### config.mk
export PLATFORM = sky130hd
export DESIGN_NAME = fpu_sgnj_operand_stage
export DESIGN_NICKNAME = d
export VERILOG_FILES = /design/src/rtl/fpu_pkg.sv /design/src/rtl/fpu_nan_unbox.sv /design/src/rtl/fpu_sgnj_operand_stage.sv
export SDC_FILE = /design/constraint.sdc
export NUM_CORES = 1
export LEC_CHECK = 0
export BUFFER_PORTS_ARGS = -buffer_cell sky130_fd_sc_hd__buf_2
export CAP_MARGIN = 10
export CORE_UTILIZATION = 35
export DETAILED_ROUTE_END_ITERATION = 6
export PLACE_DENSITY = 0.65
export SLEW_MARGIN = 20
export SYNTH_ARGS = -nofsm -noshare
export SYNTH_HDL_FRONTEND = slang
export SYNTH_HIERARCHICAL = 1
export SYNTH_SLANG_ARGS = --single-unit
export TNS_END_PERCENT = 10
### constraint.sdc
create_clock -name CLK -period 3.65 [get_ports CLK]
set_input_delay 0.365 -clock CLK [delete_from_list [all_inputs] [get_ports CLK]]
set_output_delay 0.365 -clock CLK [all_outputs]
set_load 0.01 [all_outputs]
### src/rtl/fpu_pkg.sv
// fpu_pkg: shared encodings and queue entry layout for the FPU sign-injection operand path.
//   funct3 encodings, one-hot op codes, canonical SP NaN, entry data width and funct3 decoder.
package fpu_pkg;
    localparam logic [2:0] F3_SGNJ  = 3'b000;
    localparam logic [2:0] F3_SGNJN = 3'b001;
    localparam logic [2:0] F3_SGNJX = 3'b010;

    typedef enum logic [2:0] {
        OP_NONE  = 3'b000,
        OP_SGNJ  = 3'b001,
        OP_SGNJN = 3'b010,
        OP_SGNJX = 3'b100
    } op_e;

    localparam logic [31:0] CANON_NAN_SP = 32'h7FC0_0000;

    // Entry layout, MSB to LSB: rs1[63:0], rs2[63:0], sp_dp, operation[2:0], illegal, then the tag.
    localparam int ENTRY_DATA_W = 64 + 64 + 1 + 3 + 1;

    function automatic op_e decode_funct3(input logic [2:0] f3);
        return f3 == F3_SGNJ  ? OP_SGNJ  :
               f3 == F3_SGNJN ? OP_SGNJN :
               f3 == F3_SGNJX ? OP_SGNJX : OP_NONE;
    endfunction
endpackage

### src/rtl/fpu_nan_unbox.sv
// fpu_nan_unbox: combinational NaN-unboxing of one 64-bit FP register operand.
//   value  in 64 : raw register value
//   fmt    in 1  : 1 = DP (pass through), 0 = SP
//   result out 64: DP value, or zero-extended SP value / canonical NaN when improperly boxed
module fpu_nan_unbox #(
    parameter logic [31:0] CANON_NAN_SP = fpu_pkg::CANON_NAN_SP
) (
    input  logic [63:0] value,
    input  logic        fmt,
    output logic [63:0] result
);
    assign result = fmt             ? value :
                    &value[63:32]   ? {32'h0, value[31:0]} :
                                      {32'h0, CANON_NAN_SP};
endmodule

### src/rtl/fpu_sgnj_operand_stage.sv
// fpu_sgnj_operand_stage: unboxes and decodes sign-injection ops into a 2-entry FIFO feeding the FSGNJ unit.
//   CLK/RST_N/FLUSH          : clock, async active-low reset, sync queue clear
//   IN_VALID/IN_READY        : upstream handshake; IN_RS1/IN_RS2/IN_FMT/IN_FUNCT3/IN_TAG payload
//   OUT_VALID/OUT_READY      : downstream handshake
//   INPUT_1/INPUT_2/SP_DP/OPERATION/OUT_TAG/ILLEGAL : head entry, all zero when empty
module fpu_sgnj_operand_stage #(
    parameter logic [31:0] CANON_NAN_SP = fpu_pkg::CANON_NAN_SP,
    parameter int          TAG_W        = 5
) (
    input  logic             CLK,
    input  logic             RST_N,
    input  logic             FLUSH,
    input  logic             IN_VALID,
    output logic             IN_READY,
    input  logic [63:0]      IN_RS1,
    input  logic [63:0]      IN_RS2,
    input  logic             IN_FMT,
    input  logic [2:0]       IN_FUNCT3,
    input  logic [TAG_W-1:0] IN_TAG,
    output logic             OUT_VALID,
    input  logic             OUT_READY,
    output logic [63:0]      INPUT_1,
    output logic [63:0]      INPUT_2,
    output logic             SP_DP,
    output logic [2:0]       OPERATION,
    output logic [TAG_W-1:0] OUT_TAG,
    output logic             ILLEGAL
);
    import fpu_pkg::*;

    localparam int EW = ENTRY_DATA_W + TAG_W;

    logic [EW-1:0] mem [2];
    logic          wr_ptr, rd_ptr;
    logic [1:0]    count;
    logic          push, pop, ill;
    logic [63:0]   ub1, ub2;
    op_e           op;
    logic [EW-1:0] head;

    fpu_nan_unbox #(.CANON_NAN_SP(CANON_NAN_SP)) u_unbox_rs1 (.value(IN_RS1), .fmt(IN_FMT), .result(ub1));
    fpu_nan_unbox #(.CANON_NAN_SP(CANON_NAN_SP)) u_unbox_rs2 (.value(IN_RS2), .fmt(IN_FMT), .result(ub2));

    assign op        = decode_funct3(IN_FUNCT3);
    assign ill       = op == OP_NONE;
    assign IN_READY  = count != 2'd2;
    assign OUT_VALID = count != 2'd0;
    // FLUSH suppresses both handshakes so the concurrent input is dropped.
    assign push      = IN_VALID && IN_READY && !FLUSH;
    assign pop       = OUT_VALID && OUT_READY && !FLUSH;

    always_ff @(posedge CLK or negedge RST_N) begin
        if (!RST_N) begin
            count  <= 2'd0;
            wr_ptr <= 1'b0;
            rd_ptr <= 1'b0;
            mem[0] <= '0;
            mem[1] <= '0;
        end else if (FLUSH) begin
            count  <= 2'd0;
            wr_ptr <= 1'b0;
            rd_ptr <= 1'b0;
        end else begin
            if (push) begin
                mem[wr_ptr] <= {ub1, ub2, IN_FMT, op, ill, IN_TAG};
                wr_ptr      <= ~wr_ptr;
            end
            if (pop)
                rd_ptr <= ~rd_ptr;
            count <= count + {1'b0, push} - {1'b0, pop};
        end
    end

    // Stale storage survives a flush, so gate the head by occupancy to keep empty outputs at zero.
    assign head = OUT_VALID ? mem[rd_ptr] : '0;
    assign {INPUT_1, INPUT_2, SP_DP, OPERATION, ILLEGAL, OUT_TAG} = head;
endmodule

* Yosys cells after proc, flatten, opt, wreduce, memory -nomap -nowiden *
Cells that the tools add are included.

operators by class
  add/sub/neg operators = 2
  $lt $le $gt $ge = 3
  equal/unequal tests = 3
  multiplexer cells = 19
  bitwise logic cells = 5
  reduce and logical (&&, ||, !) cells = 14

operators by type and width
  cell                                                                          count
  138-bit two-way mux                                                           5
  276-bit bitwise mux                                                           1
  138-bit demux with 1-bit select                                               1
  64-bit two-way mux                                                            2
  32-bit two-way mux                                                            2
  32-bit AND reduction                                                          2
  3-bit two-way mux                                                             3
  3-bit logical NOT                                                             2
  2-bit nonzero test                                                            3
  1-bit logical AND                                                             5
  2-bit greater-or-equal comparator, second input constant                      2
  1-bit two-way mux                                                             4
  1-bit inverter with 2-bit output                                              2
  3-bit by 1-bit == test with 1-bit output, second input constant               1
  3-bit by 2-bit == test with 1-bit output, second input constant               1
  1-bit inverter                                                                3
  2-bit by 1-bit adder with 2-bit output                                        1
  2-bit by 1-bit less-than comparator with 1-bit output, second input constant  1
  2-bit two-way mux                                                             1
  2-bit != test, second input constant                                          1
  2-bit AND reduction                                                           1
  2-bit by 1-bit subtractor with 2-bit output                                   1
  1-bit logical NOT                                                             1

word-level totals
  bits in registers = 280
  input port bits = 142
  output and inout port bits = 140
  word-level logic and storage cells = 51

* Depth between registers and ports, before layout *
  word-level depth = 6
  mapped depth = 8
  depth with buffers taken out = 8

* Modules after synthesis *
The synthesis kept the hierarchy.

modules (own cells, without submodules)
  module                  times used  cells each  area an instance (µm²)  seq. area each (µm²)
  fpu_sgnj_operand_stage  1           920         12588.3                 7006.7
  fpu_nan_unbox           2           81          494.2                   0.0

* Worst setup path after synthesis *
No wires, ideal clock.

  path kind = register -> register
  start = register count[1]
  end = register count[1]
  library setup time = 0.086 ns
  arrival time = 1.692 ns
  required time = 3.564 ns
  setup slack = 1.872 ns
  cell stages (with the launch flop) = 9
  path buffers = 0
  clock period less this slack = 1.778 ns
  cells stage by stage = dfrtp_1 nor2b_4 or3_1 ha_1 inv_1 ha_1 xor2_1 and2_1 nor3_1

on the way
  cells in the longest elaborated chain, start to end = 6
  elaborated cells on any way between the ends = 9
  classes of those cells = add/sub: 2; eq/ne: 1; mux: 1; reduce/logical: 5

RTL lines
  element                                          RTL line                      text
  from (decl)                                      fpu_sgnj_operand_stage.sv:35  logic [1:0] count;
  from (signal assigned)                           fpu_sgnj_operand_stage.sv:70  count <= count + {1'b0, push} - {1'b0, pop};
  2-bit != test                                    fpu_sgnj_operand_stage.sv:46  assign IN_READY = count != 2'd2;
  1-bit logical AND (2 in a row)                   fpu_sgnj_operand_stage.sv:49  assign push = IN_VALID && IN_READY && !FLUSH;
  2-bit by 1-bit adder with 2-bit output           fpu_sgnj_operand_stage.sv:70
  2-bit by 1-bit subtractor with 2-bit output (*)  fpu_sgnj_operand_stage.sv:70
  2-bit two-way mux (*)                            fpu_sgnj_operand_stage.sv:59  end else if (FLUSH) begin

Mark *: on every way between the ends. The rest lies on a longest branch, timed or not.
A chain may end at the register's enable or synchronous reset.

* Worst setup path in the final report *
  start = register rd_ptr
  end = output INPUT_1[45]

on the way
  cells in the longest elaborated chain, start to end = 5

RTL lines
  element                                                 RTL line                      text
  from (decl)                                             fpu_sgnj_operand_stage.sv:34  logic wr_ptr, rd_ptr;
  from (signal assigned)                                  fpu_sgnj_operand_stage.sv:69  rd_ptr <= ~rd_ptr;
  1-bit inverter with 2-bit output (implied by the code)  fpu_sgnj_operand_stage.sv:75  assign head = OUT_VALID ? mem[rd_ptr] : '0;
  138-bit two-way mux (implied by the code) (3 in a row)  fpu_sgnj_operand_stage.sv:75
  138-bit two-way mux                                     fpu_sgnj_operand_stage.sv:75
  to (decl)                                               fpu_sgnj_operand_stage.sv:22  output logic [63:0] INPUT_1,

Every way passes these cells. The select of a mux whose other input is x is not followed.

==> results.md <==
* Outcome: complete, no violations
* Relative max-transition margin at 39.6%
* Synthesized-area fraction occupied by and/or/nand/nor cells at 11.4%
* Total leakage power at 7.66 nW
* Startpoint of the worst register-to-register path: count[1]
* Antenna violations before repair at 1
* Total via count after detailed routing at 9141
* Max Buffers Root-to-Sink at 3
* Mux cell area share after synthesis at 33.1%
* Pre-CTS WS at 1.25 ns
* Post-route DRC violation count at 0
* Routed Antenna Nets at 0
* RSZ-0062 raised after global routing: no
* Routability Congestion at 0.756
* Post-route worst hold slack at 0.0602 ns
* Global-route wire length before repair at 51.8 mm
* Max-cap violations at 0
* Number of stages on the worst hold path at 2
* Synthesized-area fraction occupied by xor and xnor cells at 0.129%
* Setup TNS Final at 0 ns
* Share of post-route cells with drive strength above 1 at 46.1%
* Clock transition at path regs at 0.06 ns
* Synth Flop Type: sky130_fd_sc_hd__dfrtp_1
* Kind of start point of the critical path: flop
* Highest-delay cell along the critical path: sky130_fd_sc_hd__dfrtp_4
* Number of buffers added on ports at 281
* Critical path fanouts, max at 64
* Average size of a mapped cell at 12.5 um^2
* Initial cell density of the core at 35.8%
* Async set-or-reset flop fraction in the synthesized netlist at 100%
* Reg2reg path depth at 4
* Main combinational cell family by area after synthesis: multiplexers
* Most area-hungry cell type in the Yosys netlist: sky130_fd_sc_hd__dfrtp_1
* Sequential element share of the synthesized area at 51.6%
* Amount of wire on met2 after detailed routing at 15.9 mm
* Seq cells post-synth at 280
* Gr ovfl total at 0
* Total power of the final layout at 10.0 mW
* Fraction of the mapped netlist area in compound gates at 0.240%
* Final Routed Wirelength at 32.4 mm
* Largest net degree at the start of global routing at 134
* CTS root buf: sky130_fd_sc_hd__clkbuf_16
* Cell breakdown of the critical path: buf_12 > mux2i_1 > nor2_1 > buf_2
* Cell variety after synth at 26
* Area delta synth->final at 21.5%
* Most used standard cells in the synthesized netlist: sky130_fd_sc_hd__dfrtp_1, sky130_fd_sc_hd__mux2_2, sky130_fd_sc_hd__nor2_1
* Detailed-route wire length on metal 1 at 14.1 mm
* Category of the critical setup timing path: reg -> out
* Fin area at 0.0165 mm^2
* Final setup slack of the worst path at 0.929 ns
* TritonCTS buffer count at 31
* Routed length on met3 at 1.75 mm
* Number of fillers in the final layout at 3592
* Post-cts resize count at 0
* Tightest Pin Transition at 0.906 ns
* P per Cell Area at 608 mW/mm^2
* Worst min-delay path startpoint: IN_TAG[4]
* Adder-cell area share of the yosys netlist at 0.184%
* Final period demand of the worst path at 2.72 ns
* Routed via count divided by cell count at 4.88
* Synth top area cells: sky130_fd_sc_hd__dfrtp_1, sky130_fd_sc_hd__mux2_2, sky130_fd_sc_hd__mux2i_1
* Number of ports placed on the die boundary at 282
* Maximum single-stage delay on the critical path at 0.73 ns
* Total count of hold-check failures in the final report at 0
* Final clock period utilization by the worst path at 74.5%
* Post-placement cell area at 0.0154 mm^2
* Core area at 0.0379 mm^2
* Maximum level of the CTS H-tree at 1
* Endpoint of the worst hold-timing path: mem[142]
* Horizontal extent of the die at 199 um
* Setup slack, reg-to-reg at 1.54 ns
* Site Rows at 71
* Detailed Place HPWL at 20.7 mm
* Type of destination of the critical path: output pin
* Max Freq at 368 MHz
* Worst vdd ir at 0.000393 V
* Final net count at 1483
* Destination of the worst register-to-register timing path: mem[160]
* Gate count of the mapped netlist at 1082
* Worst skew pair latency at 0.56 ns
* Die extent in y at 199 um
* Share of Yosys cell area claimed by the top area cell type at 51.6%
* DRC marker count from the first detailed-route iteration at 253
* Cell area after synthesis at 0.0136 mm^2
* Yosys warnings at 6
* Final Setup Violations at 0
* Drt pass-1 iters at 4
* Final number of max-transition violations at 0
* Worst hold-check path type: in -> reg
* Mapped Nets at 1226
* Clk sink count at 280
* Data required time of the critical path at 3.28 ns
* Vias in the first global route at 9728
* Clock tree skew after final layout at 0.0104 ns
* Data arrival time of the critical path at 2.36 ns
* Count leader, synth: sky130_fd_sc_hd__dfrtp_1
* Topmost layer with routed signal wires: met4
* TritonCTS clock tree: built
* Total Die Area at 0.0396 mm^2
* EDFF count, synth at 0
* Average wire length per cell after detail routing at 17.3 um
* Overall global routing resource usage at 16.4%
cell families (layout without fill, tap and decap cells):
logic type,Yosys count,count (layout)
buffers and inverters,77,358
other,0,1
adder cells (fa/ha/maj),2,2
AO/OA/AOI/OAI,6,6
flip-flops,280,280
XOR/XNOR,2,2
multiplexers,414,414
AND/OR/NAND/NOR,301,301
sequential cells by signal, indices dropped and copies added (netlist names):
name    flops
count       2
mem       276
rd_ptr      1
wr_ptr      1
power by group:
group	switching [mW]	leakage, nW	total [mW]	internal (mW)
registers	0.417	3.53	4.35	3.93
logic	1.19	3.61	2.47	1.28
clock network	1.25	0.517	3.21	1.96
total	2.86	7.66	10.0	7.17
routing by layer:
metal / track usage [%] / vias up
li1: - / 4236
met1: 20.3 / 4675
met2: 28.6 / 190
met3: 3.83 / 40
met4: 4.05 / 0
met5: 0 / -
how the worst max path moves through the flow:
stage | start | end | depth (start not counted)
after global routing | rd_ptr | INPUT_1[45] | 4
after detailed placement | IN_RS2[51] | mem[15] | 7
final | rd_ptr | INPUT_1[45] | 4
after floorplan | count[1] | count[1] | 8
after CTS | rd_ptr | INPUT_1[45] | 4
after global placement | IN_RS2[51] | mem[152] | 7
worst max-delay path, delay by kind of cell, from the launching register on:
family,cells,cell delay [ns]
buffers and inverters,2,0.68
DFF,1,0.73
muxes,1,0.30
and+or+nand+nor,1,0.09
metrics by stage:
| stage | utilization [%] | instances |
|---|---|---|
| after floorplan | - | 1082 |
| after global placement | 40.7 | 1816 |
| after detailed placement | 40.7 | 1816 |
| after CTS | 43.5 | 1874 |
| after global routing | 43.5 | 1875 |
| final | 43.5 | 1875 |
area by class of cell:
type / count / area [um^2] / share of cell area [%]
Sequential cell: 280 / 7010 / 42.5
Multi-Input combinational cell: 725 / 6130 / 37.2
Timing Repair Buffer: 297 / 1640 / 9.94
Clock buffer: 43 / 881 / 5.34
Tap cell: 511 / 639 / 3.88
Clock inverter: 14 / 178 / 1.08
Inverter: 4 / 15.0 / 0.0910
Antenna cell: 1 / 2.50 / 0.0152
layout by cell type (no fill, tap or decap), types with 2 or more instances in the layout:
cell type                    netlist  layout
sky130_fd_sc_hd__buf_2            24     280
sky130_fd_sc_hd__clkinv_2          0       7
sky130_fd_sc_hd__clkinvlp_4        0       3
sky130_fd_sc_hd__buf_4            14       7
sky130_fd_sc_hd__xor2_1            2       2
sky130_fd_sc_hd__nor2b_1          47      47
sky130_fd_sc_hd__nor2_1          142     141
sky130_fd_sc_hd__nor3b_1           2       2
sky130_fd_sc_hd__clkbuf_1         22       6
sky130_fd_sc_hd__mux2_2          276     276
sky130_fd_sc_hd__mux2i_1         138     138
sky130_fd_sc_hd__clkbuf_16         0      31
sky130_fd_sc_hd__or2_1            18      18
sky130_fd_sc_hd__inv_1             4       4
sky130_fd_sc_hd__ha_1              2       2
sky130_fd_sc_hd__nor4_1            4       4
sky130_fd_sc_hd__dfrtp_1         280     279
sky130_fd_sc_hd__bufinv_16         0       4
sky130_fd_sc_hd__nor3_1            2       2
sky130_fd_sc_hd__or3_1             2       2
sky130_fd_sc_hd__and2_1           65      65
sky130_fd_sc_hd__o21ai_0           2       2
sky130_fd_sc_hd__a21oi_2           0       2
sky130_fd_sc_hd__clkbuf_8          0       6
sky130_fd_sc_hd__buf_12            0       8
sky130_fd_sc_hd__nand4_1          16      16
what timing repair did:
action / in CTS / in global routing
setup endpoints to repair: 0 / 0
endpoints found under the hold margin: 106 / 0
hold buffers: 1 / 0
buffers inserted: 0 / 0
(Power assumes the default switching activity.)
